`config.mk`:
```
export PLATFORM = sky130hd
export DESIGN_NAME = hack_cpu_mc
export DESIGN_NICKNAME = d
export VERILOG_FILES = /design/src/rtl/hack_cpu_mc.sv
export SDC_FILE = /design/constraint.sdc
export NUM_CORES = 1
export LEC_CHECK = 0
export ABC_CLOCK_PERIOD_IN_PS = 3300
export CORE_MARGIN = 2
export CORE_UTILIZATION = 50
export DETAILED_ROUTE_END_ITERATION = 7
export GPL_TIMING_DRIVEN = 0
export HOLD_SLACK_MARGIN = 0.06
export PLACE_DENSITY = 0.88
export SLEW_MARGIN = 5
export SYNTH_ARGS = -nofsm -noshare
export SYNTH_HDL_FRONTEND = slang
export SYNTH_SLANG_ARGS = --single-unit
export TNS_END_PERCENT = 100
```
`constraint.sdc`:
```
create_clock -name clk -period 3.3 [get_ports clk]
set_input_delay 0.33 -clock clk [delete_from_list [all_inputs] [get_ports clk]]
set_output_delay 0.33 -clock clk [all_outputs]
set_load 0.02 [all_outputs]
```
`src/rtl/hack_cpu_mc.sv`:
```
// Multi-cycle Hack CPU: one instruction at a time through FETCH/DECODE/MREAD/EXEC/WRITE/COMMIT.
// Latency (zero-wait memories): A-instr 2 cycles, C-instr 4, +1 for an M read, +1 for an M write.
// Backpressure: each request holds its address/data until the matching valid/ack; the FSM just waits.
module hack_cpu_mc #(
    parameter int WIDTH  = 16,
    parameter int ADDR_W = WIDTH - 1
) (
    input  logic              clk,
    input  logic              reset,
    output logic              inst_req,
    output logic [ADDR_W-1:0] pc,
    input  logic              inst_valid,
    input  logic [WIDTH-1:0]  inst,
    output logic              mem_rd,
    input  logic              mem_rdvalid,
    input  logic [WIDTH-1:0]  inM,
    output logic              writeM,
    output logic [WIDTH-1:0]  outM,
    input  logic              mem_wack,
    output logic [ADDR_W-1:0] addressM,
    output logic              retire
);

    typedef enum logic [2:0] {
        FETCH,
        DECODE,
        MREAD,
        EXEC,
        WRITE,
        COMMIT
    } stateT;

    stateT             state;
    stateT             nextState;
    logic [WIDTH-1:0]  aReg;
    logic [WIDTH-1:0]  dReg;
    logic [WIDTH-1:0]  ir;
    logic [WIDTH-1:0]  mReg;
    logic [WIDTH-1:0]  rReg;

    logic              isCInst;
    logic [WIDTH-1:0]  xZ;
    logic [WIDTH-1:0]  xN;
    logic [WIDTH-1:0]  yIn;
    logic [WIDTH-1:0]  yZ;
    logic [WIDTH-1:0]  yN;
    logic [WIDTH-1:0]  fOut;
    logic [WIDTH-1:0]  aluOut;
    logic              zr;
    logic              ng;
    logic              take;
    logic [ADDR_W-1:0] pcInc;

    assign isCInst  = ir[WIDTH-1];
    assign addressM = aReg[ADDR_W-1:0];
    assign outM     = rReg;
    assign pcInc    = pc + ADDR_W'(1);

    // Hack ALU: zx/nx/zy/ny/f/no live in ir[11:6], a-bit ir[12] selects M over A
    always_comb begin
        yIn    = ir[12] ? mReg : aReg;
        xZ     = ir[11] ? '0 : dReg;
        xN     = ir[10] ? ~xZ : xZ;
        yZ     = ir[9] ? '0 : yIn;
        yN     = ir[8] ? ~yZ : yZ;
        fOut   = ir[7] ? (xN + yN) : (xN & yN);
        aluOut = ir[6] ? ~fOut : fOut;
    end

    assign zr   = (rReg == '0);
    assign ng   = rReg[WIDTH-1];
    assign take = (ir[2] & ng) | (ir[1] & zr) | (ir[0] & ~ng & ~zr);

    always_comb begin
        nextState = state;
        inst_req  = 1'b0;
        mem_rd    = 1'b0;
        writeM    = 1'b0;
        retire    = 1'b0;
        case (state)
            FETCH: begin
                inst_req = 1'b1;
                if (inst_valid) nextState = DECODE;
            end
            DECODE: begin
                if (!isCInst) begin
                    retire    = 1'b1;
                    nextState = FETCH;
                end else if (ir[12]) begin
                    nextState = MREAD;
                end else begin
                    nextState = EXEC;
                end
            end
            MREAD: begin
                mem_rd = 1'b1;
                if (mem_rdvalid) nextState = EXEC;
            end
            EXEC: begin
                nextState = ir[3] ? WRITE : COMMIT;
            end
            WRITE: begin
                writeM = 1'b1;
                if (mem_wack) nextState = COMMIT;
            end
            COMMIT: begin
                retire    = 1'b1;
                nextState = FETCH;
            end
            default: nextState = FETCH;
        endcase
        // Reset masks every strobe so an in-flight handshake is dropped immediately
        if (reset) begin
            inst_req  = 1'b0;
            mem_rd    = 1'b0;
            writeM    = 1'b0;
            retire    = 1'b0;
            nextState = FETCH;
        end
    end

    always_ff @(posedge clk) begin
        if (reset) begin
            state <= FETCH;
            pc    <= '0;
            aReg  <= '0;
            dReg  <= '0;
            ir    <= '0;
            mReg  <= '0;
            rReg  <= '0;
        end else begin
            state <= nextState;
            case (state)
                FETCH: begin
                    if (inst_valid) ir <= inst;
                end
                DECODE: begin
                    if (!isCInst) begin
                        aReg <= {1'b0, ir[WIDTH-2:0]};
                        pc   <= pcInc;
                    end
                end
                MREAD: begin
                    if (mem_rdvalid) mReg <= inM;
                end
                EXEC: begin
                    rReg <= aluOut;
                end
                COMMIT: begin
                    // Jump target is the A value from before this instruction's A-dest write
                    if (ir[5]) aReg <= rReg;
                    if (ir[4]) dReg <= rReg;
                    pc <= take ? aReg[ADDR_W-1:0] : pcInc;
                end
                default: ;
            endcase
        end
    end

endmodule
```
==> run_results.csv, run 1 <==
group,metric,value,unit
status,status,"finished, final reports clean",
finish,stdcell_area,7620,µm²
clock_tree,root_buffer,"clkbuf_16",
synthesis,synthCells,808,
global_route,grt_usage,28.73,%
critical_path,crit_type,"register to register",
placed_design,gp_congestion,0.9591,
placed_design,portBuffers,86,
route,first_iter_violations,596,
floorplanning,die_h,115.1,µm
critical_path,critical_path_depth,13,
timing,period_minus_slack,3.254,ns
timing,tns,0,ns
critical_path,worst-path-max-fanout,10,
finish,fin_nets,963,
synthesis,synthArstFlopShare,0,%
global_route,overflow,0,
power,ir_drop,0.3088,mV
critical_path,r2r_start,"ir[12]",
floorplanning,core,12010,µm²
timing,rsz0062_at_grt,"yes",
clock_tree,h-tree-depth,3,
global_route,antenna_found_initial,0,
placed_design,hpwl,14430,µm
synthesis,synth_edf_count,0,
synthesis,synth_top_area_share,31.77,%
power,power_density,391.8,nW/µm²
floorplanning,die_area,13260,µm²
clock_tree,cts_buffers,9,
floorplanning,ios,87,
synthesis,ys_ff_latch,98,
critical_path,cp.buffers_inverters,2,
critical_path,cp-startpoint,"ir[12]",
global_route,grt_max_degree,16,
route,drc,0,
timing,worst_slew_pin_slew,1.049,ns
critical_path,critical_path.startpoint_type,"register",
route,post_drt_wl_per_cell,18.23,µm
route,first_pass_iters,5,
worst_hold_path,hp-start,"mReg[13]",
synthesis,yosys-top-cells-area,"dfxtp_1, nand2_1, a21oi_1, mux2i_1, nor2_1",
synthesis,synth.cell_area,6176,µm²
synthesis,yosysWarnings,0,
floorplanning,rows,40,
finish,areaGrowthSynthToFinish,23.38,%
synthesis,yosysSeqAreaShare,31.77,%
critical_path,required,3.53,ns
clock_tree,clkTransAtPathRegs,0.07,ns
timing,fin_crit_sh,98.60,%
critical_path,cpMaxStageDelayCell,"fa_2",
worst_hold_path,holdPathStages,2,
timing,hold_viol,0,
critical_path,cpLargestDelayFamily,"compound AO/OA/AOI/OAI gates",
timing,max_freq,307.3,MHz
clock_tree,numClockSinks,98,
placed_design,placed_area,7223,µm²
global_route,grt_pass1_vias,5778,
finish,drive_gt1_share,7.684,%
synthesis,avgSynthCellArea,7.643,µm²
critical_path,crit_chain,"buf_8 > buf_12 > mux2i_4 > nor2_2 > xor2_1 > ha_2 > fa_2 > a211o_1 > a21o_1 > a21oi_2 > mux2i_1 > a21oi_1 > a311o_1",
route,finalWirelength,19290,µm
critical_path,cp-end-kind,"register",
global_route,grt_pass1_wl,29950,µm
timing,drv_slew,0,
floorplanning,fp.dieW,115.1,µm
clock_tree,clk_latency,0.35,ns
synthesis,synth_area_leader_cell,"dfxtp_1",
synthesis,ys_types,60,
floorplanning,initial_core_util,51.42,%
power,leakage,2.803,nW
timing,maxSlewHeadroom,29.10,%
timing,fin_skew,0.007375,ns
synthesis,synth_ff_type,"dfxtp_1",
synthesis,synth.most_common_cell,"nand2_1",
clock_tree,tritoncts,"done",
clock_tree,cts_buffer_depth,2,
route,via_per_inst,6.053,
finish,n_antenna_cell,0,
route,ant_nets,0,
critical_path,worstPathArrival,3.49,ns
critical_path,ff2ff_path_depth,13,
worst_hold_path,hp-class,"register to register",
run,max_cap_violations,0,
synthesis,synthTopCellsByCount,"nand2_1, dfxtp_1, a21oi_1, nor2_1, clkbuf_1",
timing,setup_viol,0,
synthesis,syn-num-nets,863,
route,num_vias,6404,
critical_path,slowest_delay,0.41,ns
==> metrics by stage <==
stage | total power, mW | hold WS (ns) | cells | utilization [%] | worst slack [ns]
2_1_floorplan | 1.748 | 0.4360 | 808 | - | 0.04640
3_3_place_gp | 1.973 | 0.4422 | 1041 | 60.14 | -0.4965
3_5_place_dp | 1.986 | 0.4473 | 1041 | 60.14 | -0.5320
4_1_cts | 2.954 | 0.4562 | 1052 | 62.69 | 0.01813
5_1_grt | 3.085 | 0.4754 | 1058 | 63.44 | -0.05124
6_report | 2.985 | 0.4547 | 1058 | 63.44 | 0.04609
==> sequential cells by signal (all words and copies together), names as in the netlist <==
register,cells
ir,16
pc,15
dReg,16
outM,16
aReg,16
state,3
mReg,16
==> power breakdown <==
group	switching [mW]	internal, mW	leakage (nW)
Clock	0.456	0.525	0.127
Sequential	0.0636	1.22	0.796
Combinational	0.412	0.305	1.88
Total	0.932	2.05	2.80
==> placed cells by master, fill, tap and decap left out, drive strengths merged, types with 22 or more instances in the layout <==
cell	synthesis	final
nand2	154	154
dfxtp	98	98
a21oi	88	88
clkdlybuf4s50	0	86
nor2	63	63
clkbuf	44	49
mux2i	34	34
buf	23	31
xnor2	26	26
inv	21	22
==> metal layers <==
layer | routed length, µm | up-vias | GRT usage, %
met5 | 0 | - | 0
li1 | - | 3035 | -
met4 | 458 | 0 | 8.353
met3 | 1886 | 43 | 5.430
met2 | 8837 | 350 | 46.12
met1 | 8107 | 2976 | 39.47
==> cells by family after synthesis <==
group	after synthesis	share of synthesized area (%)
AO/OA/AOI/OAI	199	21.33
adder cells (fa/ha/maj)	18	3.768
XOR/XNOR	42	5.956
flip-flops	98	31.77
multiplexers	35	5.693
AND/OR/NAND/NOR	326	24.74
buffers and inverters	90	6.746
==> timing repair <==
item,4_1_cts,5_1_grt
setup buffers,0,6
hold buffers,0,0
endpoints found under the setup margin,10,4
gates resized for setup,15,16
pin swaps,1,5
==> worst min-delay path: stages (launching register included) <==
cell and delay (ns):
dfxtp_1 0.31, nand2_1 0.05, a21oi_1 0.05
==> final timing paths <==
| check | to | slack (ns) |
|---|---|---|
| max | outM[14] | 0.05 |
| min | mReg[13] | 0.45 |
| max reg2reg | outM[14] | 0.05 |
| min reg2reg | mReg[13] | 0.45 |
==> cell type report <==
| type | instances | area, µm² |
|---|---|---|
| timing repair buffer | 92 | 905.9 |
| clock buffer | 10 | 239.0 |
| multi-input combinational | 620 | 3857 |
| sequential | 98 | 1967 |
| buffer | 64 | 351.6 |
| clock inverter | 4 | 28.78 |
| inverter | 23 | 86.33 |
| tap | 147 | 183.9 |
| fill | 1047 | 4392 |
Note: power is estimated with default switching activity, not from simulation.
==> inputs of run 2 (changes only) <==
--- a/config.mk
+++ b/config.mk
@@ -6,7 +6,7 @@
 export NUM_CORES = 1
 export LEC_CHECK = 0
 export ABC_CLOCK_PERIOD_IN_PS = 3300
-export CORE_MARGIN = 2
+export CORE_MARGIN = 5
 export CORE_UTILIZATION = 50
 export DETAILED_ROUTE_END_ITERATION = 7
 export GPL_TIMING_DRIVEN = 0
==> run_results.csv, run 2 (synthesis results as in run 1) <==
group,metric,value,unit
status,status,"finished, final reports clean",
finish,n_antenna_cell,0,
power,leakage,2.845,nW
timing,period_minus_slack,3.248,ns
power,p_sw,0.9497,mW
clock_tree,clkTransAtPathRegs,0.07,ns
worst_hold_path,hp-class,"register to register",
critical_path,required,3.53,ns
placed_design,placed_area,7249,µm²
route,via_per_inst,6.071,
global_route,grt_max_degree,17,
critical_path,cp-startpoint,"ir[12]",
clock_tree,cts_buffer_depth,2,
power,p_sw_share,30.12,%
timing,max_freq,307.9,MHz
power,p_int,2.203,mW
route,first_pass_iters,5,
global_route,overflow,0,
timing,fin_crit_sh,98.42,%
placed_design,portBuffers,86,
placed_design,post-place-ws,-0.5048,ns
critical_path,r2r_start,"ir[12]",
floorplanning,die_area,14670,µm²
route,first_iter_violations,897,
route,post_drt_wl_per_cell,18.09,µm
floorplanning,fp.dieW,121.1,µm
global_route,antenna_found_initial,0,
critical_path,worst-path-max-fanout,5,
power,ir_drop,0.2605,mV
route,ant_nets,0,
global_route,grt_pass1_wl,31130,µm
worst_hold_path,hp-start,"mReg[3]",
global_route,grt_pass1_vias,6142,
timing,maxSlewHeadroom,32.02,%
critical_path,crit_chain,"buf_8 > buf_12 > mux2i_1 > nor2_1 > xor2_1 > ha_2 > fa_2 > a211o_1 > a21o_4 > a21oi_4 > mux2i_2 > a21oi_1 > a311o_1",
critical_path,cpMaxStageDelayCell,"fa_2",
timing,tns,0,ns
finish,stdcell_area,7755,µm²
power,power_frac_seq,40.8,%
timing,worst_slew_pin_slew,1.006,ns
clock_tree,cts_buffers,9,
floorplanning,ios,87,
critical_path,cp.buffers_inverters,2,
finish,fillers,973,
critical_path,crit_type,"register to register",
clock_tree,clk_latency,0.35,ns
clock_tree,h-tree-depth,3,
route,drc,0,
finish,fin_nets,968,
power,power.share.clock,36.1,%
critical_path,cpLargestDelayFamily,"compound AO/OA/AOI/OAI gates",
critical_path,worstPathArrival,3.48,ns
global_route,grt_usage,26.33,%
critical_path,slowest_delay,0.39,ns
route,num_vias,6593,
finish,mostFrequentLayoutCells,"nand2_1, dfxtp_1, a21oi_1, clkdlybuf4s50_1, nor2_1",
power,power,3.153,mW
timing,drv_slew,0,
floorplanning,die_h,121.1,µm
placed_design,hpwl,14560,µm
floorplanning,rows,40,
critical_path,cp-end-kind,"register",
finish,drive_gt1_share,8.170,%
clock_tree,root_buffer,"clkbuf_16",
finish,final_common_cell,"nand2_1",
timing,hold_viol,0,
power,power_density,406.6,nW/µm²
timing,setup_viol,0,
run,max_cap_violations,0,
clock_tree,numClockSinks,98,
floorplanning,initial_core_util,51.20,%
route,finalWirelength,19650,µm
finish,areaGrowthSynthToFinish,25.57,%
clock_tree,cts-hold-fix-buffers,0,
timing,worst_slack,0.05214,ns
floorplanning,core,12060,µm²
power,combPwrFrac,23.1,%
timing,holdWs,0.4556,ns
timing,fin_skew,0.01080,ns
placed_design,gp_congestion,0.9520,
critical_path,critical_path.startpoint_type,"register",
clock_tree,tritoncts,"done",
## run 2: what timing repair did
| item | CTS | global route |
|---|---|---|
| setup endpoints to repair | 11 | 8 |
| gates resized for setup | 14 | 17 |
| pin swaps | 1 | 5 |
| buffers inserted | 0 | 11 |
| cloned | 0 | 0 |
## run 2: path summary, 6_finish.rpt
| path | slack [ns] | cells past startpoint | end |
|---|---|---|---|
| setup / recovery | 0.05 | 13 | outM[14] |
| hold / removal | 0.46 | 2 | mReg[3] |
| hold reg to reg | 0.46 | 2 | mReg[3] |
| setup reg to reg | 0.05 | 13 | outM[14] |
## run 2: power groups by stage
stage	registers, mW	clock network, mW	logic, mW
after floorplan	1.28	0	0.466
after global placement	1.30	0	0.673
after detailed placement	1.30	0	0.686
after CTS	1.28	1.13	0.690
after global routing	1.29	1.18	0.788
final	1.29	1.14	0.729
## run 2: routing by layer
| metal | track usage [%] | wire length (µm) |
|---|---|---|
| met1 | 36.58 | 8152 |
| met3 | 5.315 | 2025 |
| met2 | 41.09 | 8944 |
| met5 | 0 | 0 |
| met4 | 8.263 | 529 |
## run 2: final cells by class
class / instances / area, µm² / share of cell area [%]
Clock buffer: 10 / 229.0 / 2.953
Inverter: 23 / 86.33 / 1.113
Clock inverter: 6 / 90.09 / 1.162
Buffer: 64 / 354.1 / 4.566
Timing Repair Buffer: 97 / 955.9 / 12.33
Sequential cell: 98 / 1967 / 25.36
Multi-Input combinational cell: 620 / 3862 / 49.81
Tap cell: 168 / 210.2 / 2.711
## run 2: metrics by stage
step,instances,utilization (%)
detailed placement,1062,60.10
global placement,1062,60.10
floorplan,808,-
global route,1086,64.29
CTS,1075,63.00
finish,1086,64.29
## run 2: tightest hold or removal path, stage by stage (launching register included)
cell     delay, ns
dfxtp_1       0.31
nand2_1       0.05
a21oi_1       0.05
